## src/rtl/risc_multicycle_sequencer_if.sv

```systemverilog
// Handshake and control bundle between the multi-cycle sequencer and the
// instruction source, decode, ALU, data memory and register file.
interface risc_multicycle_sequencer_if;
    logic        start;
    logic [31:0] inst;
    logic        imem_rdy;
    logic        dmem_rdy;
    logic        zero;
    logic [31:0] pc;
    logic        imem_req;
    logic        dec_en;
    logic        alu_en;
    logic        dmem_req;
    logic        dmem_we;
    logic        reg_we;
    logic [31:0] ir;
    logic [31:0] retired;
    logic        busy;
    logic        halted;
    logic        fault;

    modport master (
        input  start, inst, imem_rdy, dmem_rdy, zero,
        output pc, imem_req, dec_en, alu_en, dmem_req, dmem_we, reg_we,
               ir, retired, busy, halted, fault
    );

    modport slave (
        output start, inst, imem_rdy, dmem_rdy, zero,
        input  pc, imem_req, dec_en, alu_en, dmem_req, dmem_we, reg_we,
               ir, retired, busy, halted, fault
    );
endinterface

```

## src/rtl/risc_multicycle_sequencer.sv

```systemverilog
// Multi-cycle FETCH/DECODE/EXEC/MEM/WB control sequencer; owns the PC, the
// instruction register and the retired-instruction count.
module risc_multicycle_sequencer #(
    parameter logic [31:0] RESET_PC = 32'h0000_0000,
    parameter int unsigned TIMEOUT  = 16
) (
    input  logic                               clk,
    input  logic                               rst,
    risc_multicycle_sequencer_if.master        bus
);
    typedef enum logic [2:0] {
        S_IDLE, S_FETCH, S_DECODE, S_EXEC, S_MEM, S_WB, S_HALT
    } state_e;

    typedef enum logic [2:0] {
        C_RTYPE, C_ITYPE, C_LOAD, C_STORE, C_BEQ, C_JUMP, C_HALT
    } iclass_e;

    localparam logic [15:0] WAIT_LAST = 16'(TIMEOUT - 1);

    state_e      state_q, state_d;
    logic [31:0] pc_q, pc_d;
    logic [31:0] ir_q, ir_d;
    logic [31:0] retired_q, retired_d;
    logic        fault_q, fault_d;
    logic [15:0] wait_q, wait_d;

    iclass_e     iclass;
    logic [31:0] pc_plus4;
    logic [31:0] br_target;
    logic [31:0] jump_target;

    logic imem_req, dec_en, alu_en, dmem_req, dmem_we, reg_we, busy, halted;

    always_comb begin : classify
        case (ir_q[31:26])
            6'h00:   iclass = C_RTYPE;
            6'h23:   iclass = C_LOAD;
            6'h2B:   iclass = C_STORE;
            6'h04:   iclass = C_BEQ;
            6'h02:   iclass = C_JUMP;
            6'h3F:   iclass = C_HALT;
            default: iclass = C_ITYPE;
        endcase
    end

    assign pc_plus4    = pc_q + 32'd4;
    assign br_target   = pc_plus4 + {{14{ir_q[15]}}, ir_q[15:0], 2'b00};
    assign jump_target = {pc_q[31:28], ir_q[25:0], 2'b00};

    // NOTE: state flops use non-blocking assignments so every register samples
    // the pre-edge values computed by the combinational processes.
    always_ff @(posedge clk or posedge rst) begin : state_reg
        if (rst) begin
            state_q   <= S_IDLE;
            pc_q      <= RESET_PC;
            ir_q      <= '0;
            retired_q <= '0;
            fault_q   <= 1'b0;
            wait_q    <= '0;
        end else begin
            state_q   <= state_d;
            pc_q      <= pc_d;
            ir_q      <= ir_d;
            retired_q <= retired_d;
            fault_q   <= fault_d;
            wait_q    <= wait_d;
        end
    end

    // NOTE: every variable gets a default before the case so no path leaves
    // one unassigned, which would otherwise infer a latch.
    always_comb begin : next_state
        state_d   = state_q;
        pc_d      = pc_q;
        ir_d      = ir_q;
        retired_d = retired_q;
        fault_d   = fault_q;
        wait_d    = '0;
        case (state_q)
            S_IDLE, S_HALT: begin
                if (bus.start) begin
                    state_d   = S_FETCH;
                    pc_d      = RESET_PC;
                    retired_d = '0;
                    fault_d   = 1'b0;
                end
            end
            S_FETCH: begin
                if (bus.imem_rdy) begin
                    ir_d    = bus.inst;
                    state_d = S_DECODE;
                end else if (wait_q == WAIT_LAST) begin
                    fault_d = 1'b1;
                    state_d = S_HALT;
                end else begin
                    wait_d = wait_q + 16'd1;
                end
            end
            S_DECODE: state_d = S_EXEC;
            S_EXEC: begin
                case (iclass)
                    C_LOAD, C_STORE: state_d = S_MEM;
                    C_BEQ: begin
                        state_d   = S_FETCH;
                        pc_d      = bus.zero ? br_target : pc_plus4;
                        retired_d = retired_q + 32'd1;
                    end
                    C_JUMP: begin
                        state_d   = S_FETCH;
                        pc_d      = jump_target;
                        retired_d = retired_q + 32'd1;
                    end
                    C_HALT: begin
                        state_d   = S_HALT;
                        retired_d = retired_q + 32'd1;
                    end
                    default: state_d = S_WB;
                endcase
            end
            S_MEM: begin
                if (bus.dmem_rdy) begin
                    if (iclass == C_STORE) begin
                        state_d   = S_FETCH;
                        pc_d      = pc_plus4;
                        retired_d = retired_q + 32'd1;
                    end else begin
                        state_d = S_WB;
                    end
                end else if (wait_q == WAIT_LAST) begin
                    fault_d = 1'b1;
                    state_d = S_HALT;
                end else begin
                    wait_d = wait_q + 16'd1;
                end
            end
            S_WB: begin
                state_d   = S_FETCH;
                pc_d      = pc_plus4;
                retired_d = retired_q + 32'd1;
            end
            default: state_d = S_IDLE;
        endcase
    end

    // Enables are pure functions of state so an async reset drops them at once.
    always_comb begin : outputs
        imem_req = 1'b0;
        dec_en   = 1'b0;
        alu_en   = 1'b0;
        dmem_req = 1'b0;
        dmem_we  = 1'b0;
        reg_we   = 1'b0;
        busy     = 1'b1;
        halted   = 1'b0;
        case (state_q)
            S_FETCH:  imem_req = 1'b1;
            S_DECODE: dec_en   = 1'b1;
            S_EXEC:   alu_en   = 1'b1;
            S_MEM: begin
                dmem_req = 1'b1;
                dmem_we  = (iclass == C_STORE);
            end
            S_WB:     reg_we   = 1'b1;
            S_HALT: begin
                busy   = 1'b0;
                halted = 1'b1;
            end
            default:  busy     = 1'b0;
        endcase
    end

    assign bus.pc       = pc_q;
    assign bus.ir       = ir_q;
    assign bus.retired  = retired_q;
    assign bus.fault    = fault_q;
    assign bus.imem_req = imem_req;
    assign bus.dec_en   = dec_en;
    assign bus.alu_en   = alu_en;
    assign bus.dmem_req = dmem_req;
    assign bus.dmem_we  = dmem_we;
    assign bus.reg_we   = reg_we;
    assign bus.busy     = busy;
    assign bus.halted   = halted;
endmodule

```

## src/flat_wrapper.sv

```systemverilog
// flat-port wrapper written by rule: the top's interface ports become plain ports
module risc_multicycle_sequencer_flat 
#(
    parameter logic [31:0] RESET_PC = 32'h0000_0000,
    parameter int unsigned TIMEOUT  = 16
)
  (clk, rst, bus_start, bus_inst, bus_imem_rdy, bus_dmem_rdy, bus_zero, bus_pc, bus_imem_req, bus_dec_en, bus_alu_en, bus_dmem_req, bus_dmem_we, bus_reg_we, bus_ir, bus_retired, bus_busy, bus_halted, bus_fault);
  risc_multicycle_sequencer_if bus_i ();
  input  logic clk;
  input  logic rst;
  input wire logic [$bits(bus_i.start)-1:0] bus_start;
  input wire logic [$bits(bus_i.inst)-1:0] bus_inst;
  input wire logic [$bits(bus_i.imem_rdy)-1:0] bus_imem_rdy;
  input wire logic [$bits(bus_i.dmem_rdy)-1:0] bus_dmem_rdy;
  input wire logic [$bits(bus_i.zero)-1:0] bus_zero;
  output wire logic [$bits(bus_i.pc)-1:0] bus_pc;
  output wire logic [$bits(bus_i.imem_req)-1:0] bus_imem_req;
  output wire logic [$bits(bus_i.dec_en)-1:0] bus_dec_en;
  output wire logic [$bits(bus_i.alu_en)-1:0] bus_alu_en;
  output wire logic [$bits(bus_i.dmem_req)-1:0] bus_dmem_req;
  output wire logic [$bits(bus_i.dmem_we)-1:0] bus_dmem_we;
  output wire logic [$bits(bus_i.reg_we)-1:0] bus_reg_we;
  output wire logic [$bits(bus_i.ir)-1:0] bus_ir;
  output wire logic [$bits(bus_i.retired)-1:0] bus_retired;
  output wire logic [$bits(bus_i.busy)-1:0] bus_busy;
  output wire logic [$bits(bus_i.halted)-1:0] bus_halted;
  output wire logic [$bits(bus_i.fault)-1:0] bus_fault;
  assign bus_i.start = bus_start;
  assign bus_i.inst = bus_inst;
  assign bus_i.imem_rdy = bus_imem_rdy;
  assign bus_i.dmem_rdy = bus_dmem_rdy;
  assign bus_i.zero = bus_zero;
  assign bus_pc = bus_i.pc;
  assign bus_imem_req = bus_i.imem_req;
  assign bus_dec_en = bus_i.dec_en;
  assign bus_alu_en = bus_i.alu_en;
  assign bus_dmem_req = bus_i.dmem_req;
  assign bus_dmem_we = bus_i.dmem_we;
  assign bus_reg_we = bus_i.reg_we;
  assign bus_ir = bus_i.ir;
  assign bus_retired = bus_i.retired;
  assign bus_busy = bus_i.busy;
  assign bus_halted = bus_i.halted;
  assign bus_fault = bus_i.fault;
  risc_multicycle_sequencer #(.RESET_PC(RESET_PC), .TIMEOUT(TIMEOUT)) u_core (.clk(clk), .rst(rst), .bus(bus_i));
endmodule
```

## config.mk

```make
export PLATFORM = sky130hd
export DESIGN_NAME = risc_multicycle_sequencer_flat
export DESIGN_NICKNAME = d
export VERILOG_FILES = /design/src/rtl/risc_multicycle_sequencer_if.sv /design/src/rtl/risc_multicycle_sequencer.sv /design/src/flat_wrapper.sv
export SDC_FILE = /design/constraint.sdc
export NUM_CORES = 1
export LEC_CHECK = 0
export BUFFER_PORTS_ARGS = -buffer_cell sky130_fd_sc_hd__buf_2
export CORE_MARGIN = 2
export CORE_UTILIZATION = 61
export CTS_BUF_LIST = sky130_fd_sc_hd__clkbuf_4
export CTS_CLUSTER_SIZE = 16
export DETAILED_ROUTE_END_ITERATION = 12
export PLACE_DENSITY = 0.86
export SYNTH_ARGS = -nofsm -noshare
export SYNTH_HDL_FRONTEND = slang
export SYNTH_SLANG_ARGS = --single-unit
export TNS_END_PERCENT = 1
```

## constraint.sdc

```tcl
create_clock -name clk -period 8.7 [get_ports clk]
set_clock_uncertainty 0.15 [all_clocks]
set_input_delay 0.435 -clock clk [delete_from_list [all_inputs] [get_ports clk]]
set_output_delay 0.435 -clock clk [all_outputs]
set_load 0.02 [all_outputs]
```

# Word-level counts from Yosys, hierarchy flattened
# Index checks and enable logic that the tools add are counted.
# op_classes
n_reduce_logical	14
eq_ne	26
n_addsub	4
n_mux	35
# ops
operator	n
case mux 32 bit (4 select lines)	2
2-to-1 mux 32 bit	7
case mux 32 bit (2 select lines)	1
2-to-1 mux 16 bit	3
case mux 3 bit (6 select lines)	2
adder 32 x 1 -> 32 bit (second input constant)	1
adder 32 x 3 -> 32 bit (second input constant)	1
adder 32 bit	1
case mux 16 bit (2 select lines)	1
equality test 3 bit (second input constant)	6
equality test 6 bit (second input constant)	3
adder 16 x 1 -> 16 bit (second input constant)	1
equality test 16 x 4 -> 1 bit (second input constant)	1
2-to-1 mux 3 bit	5
equality test 3 x 2 -> 1 bit (second input constant)	4
2-to-1 mux 1 bit	12
inequality test 2 bit (second input constant)	6
AND reduction 5 bit	2
case mux 3 bit (3 select lines)	1
equality test 6 x 2 -> 1 bit (second input constant)	1
equality test 6 x 3 -> 1 bit (second input constant)	1
logical NOT 6 bit	1
AND reduction 6 bit	1
OR reduction 2 bit	3
other kinds (11)	12
# totals
out_inout_bits	105
inputBits	38
reg_bits	116

# Depth between registers and ports, before layout
# logic_depth
depth_word	6
mapped_depth	16

# Worst setup path before layout
# Ideal clock, no wire load.
# synth_path
kind	reg-to-reg
start	register u_core.pc_q[4] (netlist: u_core.bus.pc[4])
end	register u_core.pc_q[31] (netlist: u_core.bus.pc[31])
path_stages_with_launch	17
path_slack_ps	4421
setup_ps	87
t_arrival_ps	4042
path_cell_list	dfrtp_1 -> and4_1 -> nand3_2 -> nor3b_1 -> nand3_1 -> xnor2_1 -> ha_1 -> buf_2 -> nand2_1 -> o21ai_0 -> o22ai_1 -> a311o_1 -> a41oi_1 -> mux2i_1 -> xnor2_1 -> o32a_1 -> o211ai_1
# synth_between
elab_chain_len	5
word_cells_on_any_way	7
# synth_lines
item	line_no	rtl
from (decl)	risc_multicycle_sequencer.sv:22	logic [31:0] pc_q, pc_d;
from (signal assigned)	risc_multicycle_sequencer.sv:63	pc_q <= pc_d;
adder 32 x 3 -> 32 bit (*)	risc_multicycle_sequencer.sv:47	assign pc_plus4 = pc_q + 32'd4;
adder 32 bit	risc_multicycle_sequencer.sv:48	assign br_target = pc_plus4 + {{14{ir_q[15]}}, ir_q[15:0], 2'b00};
2-to-1 mux 32 bit	risc_multicycle_sequencer.sv:106	pc_d = bus.zero ? br_target : pc_plus4;
case mux 32 bit (2 select lines)	risc_multicycle_sequencer.sv:102	case (iclass)
case mux 32 bit (4 select lines) (*)	risc_multicycle_sequencer.sv:80	case (state_q)
# Every way passes the cells marked *; elsewhere a longest branch is shown, timed or not. The select of a mux whose other input is x is not followed.
# A chain may end at the register's enable or synchronous reset.

# Worst setup path in the final report
# Same ends and word-level chain as after synthesis.

==> Flow_metrics.wiki <==
{| class="wikitable"
! Metric !! Value
|-
| Status || finished, final reports clean
|-
| First-pass GRT wire length || about 40000 µm
|-
| Startpoint of the worst-slack reg-to-reg timing path || u_core.bus.pc[4]
|-
| Synth async-reset ratio || 100%
|-
| Number of distinct library cells after synthesis || between 70 and 80
|-
| Vias in the first global route || 7647
|-
| CTS H-tree depth || 4
|-
| VDD IR-drop max || ~230 µV
|-
| First-pass iteration count of the detailed router || 5
|-
| Avg Synthesized Cell Area || around 8.4 µm²
|-
| Global-route usage over all layers || 34.4%
|-
| Kind of path behind the tightest hold check || input pin to flop
|-
| Combinational cell fraction of total power || ~57%
|-
| Max-Cap Viols || 0
|-
| Share of the synthesized area in the top cell type || around a third
|-
| Highest attainable clock frequency || roughly 210 MHz
|-
| Commonest non-fill, non-tap cells in the layout || sky130_fd_sc_hd__buf_2 (140), sky130_fd_sc_hd__nor2_1 (128), sky130_fd_sc_hd__dfrtp_1 (114), sky130_fd_sc_hd__nand2_1 (90), sky130_fd_sc_hd__o21ai_0 (84)
|-
| Setup repair after global routing missed its margin || false
|-
| Die Y-Extent || 119 µm
|-
| Average detailed-routed wire length per instance || 18.5 µm
|-
| Final estimated routing congestion in global placement || roughly 0.93
|-
| Initial antenna violation count || 1
|-
| HP Start || bus_start
|-
| Total count of max-transition violations in the final report || 0
|-
| CTS Root Cell || sky130_fd_sc_hd__clkbuf_4
|-
| 1st-iter DRT viols || 1001
|-
| Synth Flop Type || sky130_fd_sc_hd__dfrtp_1
|-
| Post-route standard cell area excluding fillers || between 9000 and 10000 µm²
|-
| Drc violations || 0
|-
| Share of the clock period used by the worst path after layout || a little over half
|-
| Worst Tran Pin Value || 1.15 ns
|-
| Commonest non-fill, non-tap cell in the layout || sky130_fd_sc_hd__buf_2
|-
| Number of enable-type register cells in the synthesized netlist || 0
|-
| Register-to-register setup slack || between 3 and 4 ns
|-
| Setup TNS || 0 ns
|-
| Data required time at the worst endpoint || about 9 ns
|-
| Final worst hold slack || 0.113 ns
|-
| Hold Vio Cnt, Final || 0
|-
| Net switching fraction of the power || between 40% and 50%
|-
| P_leak || between 4 and 5 nW
|-
| X dimension of the die || roughly 120 µm
|-
| Fill cell instance count of the final layout || around 1000
|-
| Global route total overflow || 0
|-
| Average vias per placed instance || around 6.3
|-
| Clock input transition at the sequential cells of the worst setup and hold paths || about 0.1 ns
|-
| Number of flip-flops and latches in the synthesized netlist || roughly 110
|-
| Starting density of the core || between 60% and 70%
|-
| Final layout net count || between 1000 and 1500
|-
| Pin count of the biggest net entering global routing || 63
|-
| Overall via count from detail_route || 8234
|-
| Reg area || between 2000 and 3000 µm²
|-
| Final setup violation count || 0
|-
| Gate Count Post-Synth || 963
|-
| Die outline area || approximately 14000 µm²
|-
| Cell area reported after detailed placement || around 8900 µm²
|-
| Net Switching || 1.51 mW
|-
| Critical Path End Type || flop
|-
| Port bufs || 140
|-
| Clock latency on the worst-skew pair || 0.56 ns
|-
| Largest fanout of any net on the critical path || 8
|-
| Endpoint of the worst register-to-register path || u_core.bus.pc[31]
|-
| Sum of routed wire length over all layers || between 20000 and 25000 µm
|-
| Antenna Nets Post-Route || 0
|-
| Power density over the cells || roughly 320 nW/µm²
|-
| Cell types with the largest area share after synthesis || sky130_fd_sc_hd__dfrtp_1 (35%), sky130_fd_sc_hd__nor2_1 (5.9%), sky130_fd_sc_hd__ha_1 (5.7%)
|-
| Path type of the worst setup path || flop to flop
|-
| Multi-input gate area in the final layout || between 4000 and 5000 µm²
|-
| I/O pin cnt || 143
|-
| Setup Fix Bufs, Post-CTS || 0
|-
| Detailed-placement wirelength estimate || ~16000 µm
|-
| Area inside the core boundary || about 13000 µm²
|-
| Slew headroom || between 20 and 25%
|-
| Terminating pin of the worst hold path || u_core.state_q[2]
|-
| Min cycle time layout || roughly 4.8 ns
|-
| Post-synthesis sequential area ratio || 35.2%
|-
| Internal Power || 1.51 mW
|-
| Post-synthesis cell type with the largest combined area || sky130_fd_sc_hd__dfrtp_1
|-
| Worst r2r path cells || 15
|-
| Final Core Density || 72.5%
|-
| Clock share of power || around an eighth
|-
| Number of buffers between clock root and the deepest sink || 2
|-
| Clock Sink Count || between 100 and 150
|-
| Nature of the critical path startpoint || flop
|-
| Relative area change from synthesis to final layout || 17.0%
|-
| Summed instance area of the synthesized netlist || 8110 µm²
|-
| Fraction of final layout cells with drive strength greater than 1 || between 15 and 20%
|-
| Part of the total power dissipated in sequential elements || 29.2%
|-
| Number of warnings printed during yosys synthesis || 0
|-
| Clock tree from TritonCTS || yes
|-
| TritonCTS buffer count || 17
|-
| Total number of placement rows || 42
|-
| Cells on Worst Hold Path || 3
|-
| Worst EP arrival || 5.08 ns
|}
## metrics by stage
| step | cells | power [mW] | setup WS, ns |
|---|---|---|---|
| floorplan | 964 | 2.09 | 4.42 |
| global placement | 1241 | 2.51 | 4.26 |
| detailed placement | 1241 | 2.55 | 4.05 |
| CTS | 1303 | 2.97 | 4.00 |
| global route | 1304 | 3.22 | 3.57 |
| finish | 1304 | 3.02 | 3.94 |
## registers in the layout (all words and copies together) (netlist names)
name,count
u_core.bus.ir,32
u_core.wait_q,16
u_core.bus.pc,30
u_core.state_q,3
u_core.bus.fault,1
u_core.bus.retired,32
## metal layers
metal  track usage, %  vias to the layer above  wire length (µm)
met5                0                        -                 0
li1                 -                     3804                 -
met4             15.5                        0               915
met2             55.0                      438             11200
met3             6.51                       82              2080
met1             45.6                     3910              9850
## power groups by stage
| stage | logic [mW] | registers, mW | clock network, mW |
|---|---|---|---|
| floorplan | 1.13 | 0.959 | 0 |
| global placement | 1.64 | 0.875 | 0 |
| detailed placement | 1.67 | 0.882 | 0 |
| CTS | 1.69 | 0.872 | 0.406 |
| global route | 1.89 | 0.904 | 0.425 |
| finish | 1.74 | 0.882 | 0.403 |
## cells in the mapped netlist (all sizes together), types with 3 or more instances
cell / count
mux2: 29
buf: 10
ha: 37
nand3: 38
a221oi: 8
nor3: 27
a31oi: 9
o31ai: 4
nor2b: 8
xnor2: 38
nor2: 129
and2: 8
o21a: 3
o221ai: 3
xor2: 37
a22oi: 7
nand2: 90
nor4: 6
a211o: 5
or3: 7
o211ai: 12
a21o: 20
a221o: 3
dfrtp: 114
a211oi: 8
a22o: 3
o2111ai: 4
mux2i: 8
nand2b: 6
and4: 5
a21oi: 58
nand4: 24
o21ai: 88
inv: 21
clkbuf: 34
and3: 23
## how the worst max path moves through the flow
| stage | start | slack [ns] | endpoint |
|---|---|---|---|
| 2_1_floorplan | u_core.bus.pc[4] | 4.42 | u_core.bus.pc[31] |
| 3_3_place_gp | u_core.bus.pc[4] | 4.26 | u_core.bus.pc[31] |
| 3_5_place_dp | u_core.bus.pc[4] | 4.05 | u_core.bus.pc[31] |
| 4_1_cts | u_core.bus.pc[4] | 4.00 | u_core.bus.pc[31] |
| 5_1_grt | u_core.bus.pc[4] | 3.57 | u_core.bus.pc[31] |
| 6_report | u_core.bus.pc[4] | 3.94 | u_core.bus.pc[31] |
## worst max-delay path, stage by stage, from the launching register on
cell and delay, ns:
sky130_fd_sc_hd__dfrtp_1 0.48, sky130_fd_sc_hd__and4_1 0.35, sky130_fd_sc_hd__nand3_2 0.16, sky130_fd_sc_hd__nor4_2 0.57
sky130_fd_sc_hd__nand3_1 0.31, sky130_fd_sc_hd__xnor2_1 0.21, sky130_fd_sc_hd__ha_1 0.42, sky130_fd_sc_hd__and4_1 0.25
sky130_fd_sc_hd__and2_1 0.18, sky130_fd_sc_hd__nand4_1 0.10, sky130_fd_sc_hd__a311o_1 0.32, sky130_fd_sc_hd__a41oi_1 0.27
sky130_fd_sc_hd__mux2i_1 0.32, sky130_fd_sc_hd__xnor2_1 0.10, sky130_fd_sc_hd__o32a_1 0.29, sky130_fd_sc_hd__o211ai_1 0.15
## logic make-up after synthesis
kind of cell	count (synthesis)	synth area share (%)
XOR/XNOR	75	8.20
other	1	0.0463
flip-flops	114	35.2
multiplexers	37	5.02
buffers and inverters	65	3.29
AO/OA/AOI/OAI	250	19.3
adder cells (fa/ha/maj)	38	5.96
AND/OR/NAND/NOR	383	23.0
## area by class of cell
type                    instances  area share, %
multi-input cells             785           52.6
flip-flops and latches        114           30.1
repair buffers                178           11.3
well taps                     176           2.32
clock buffers                  20           1.58
clock inverters                 9           1.23
inverters                      21          0.858
diodes                          1         0.0264
## repair_timing
item                      CTS  global route
hold endpoints to repair   84             0
hold buffers               33             0
resized for setup           0             0
Note: power is estimated with default switching activity, not from simulation.
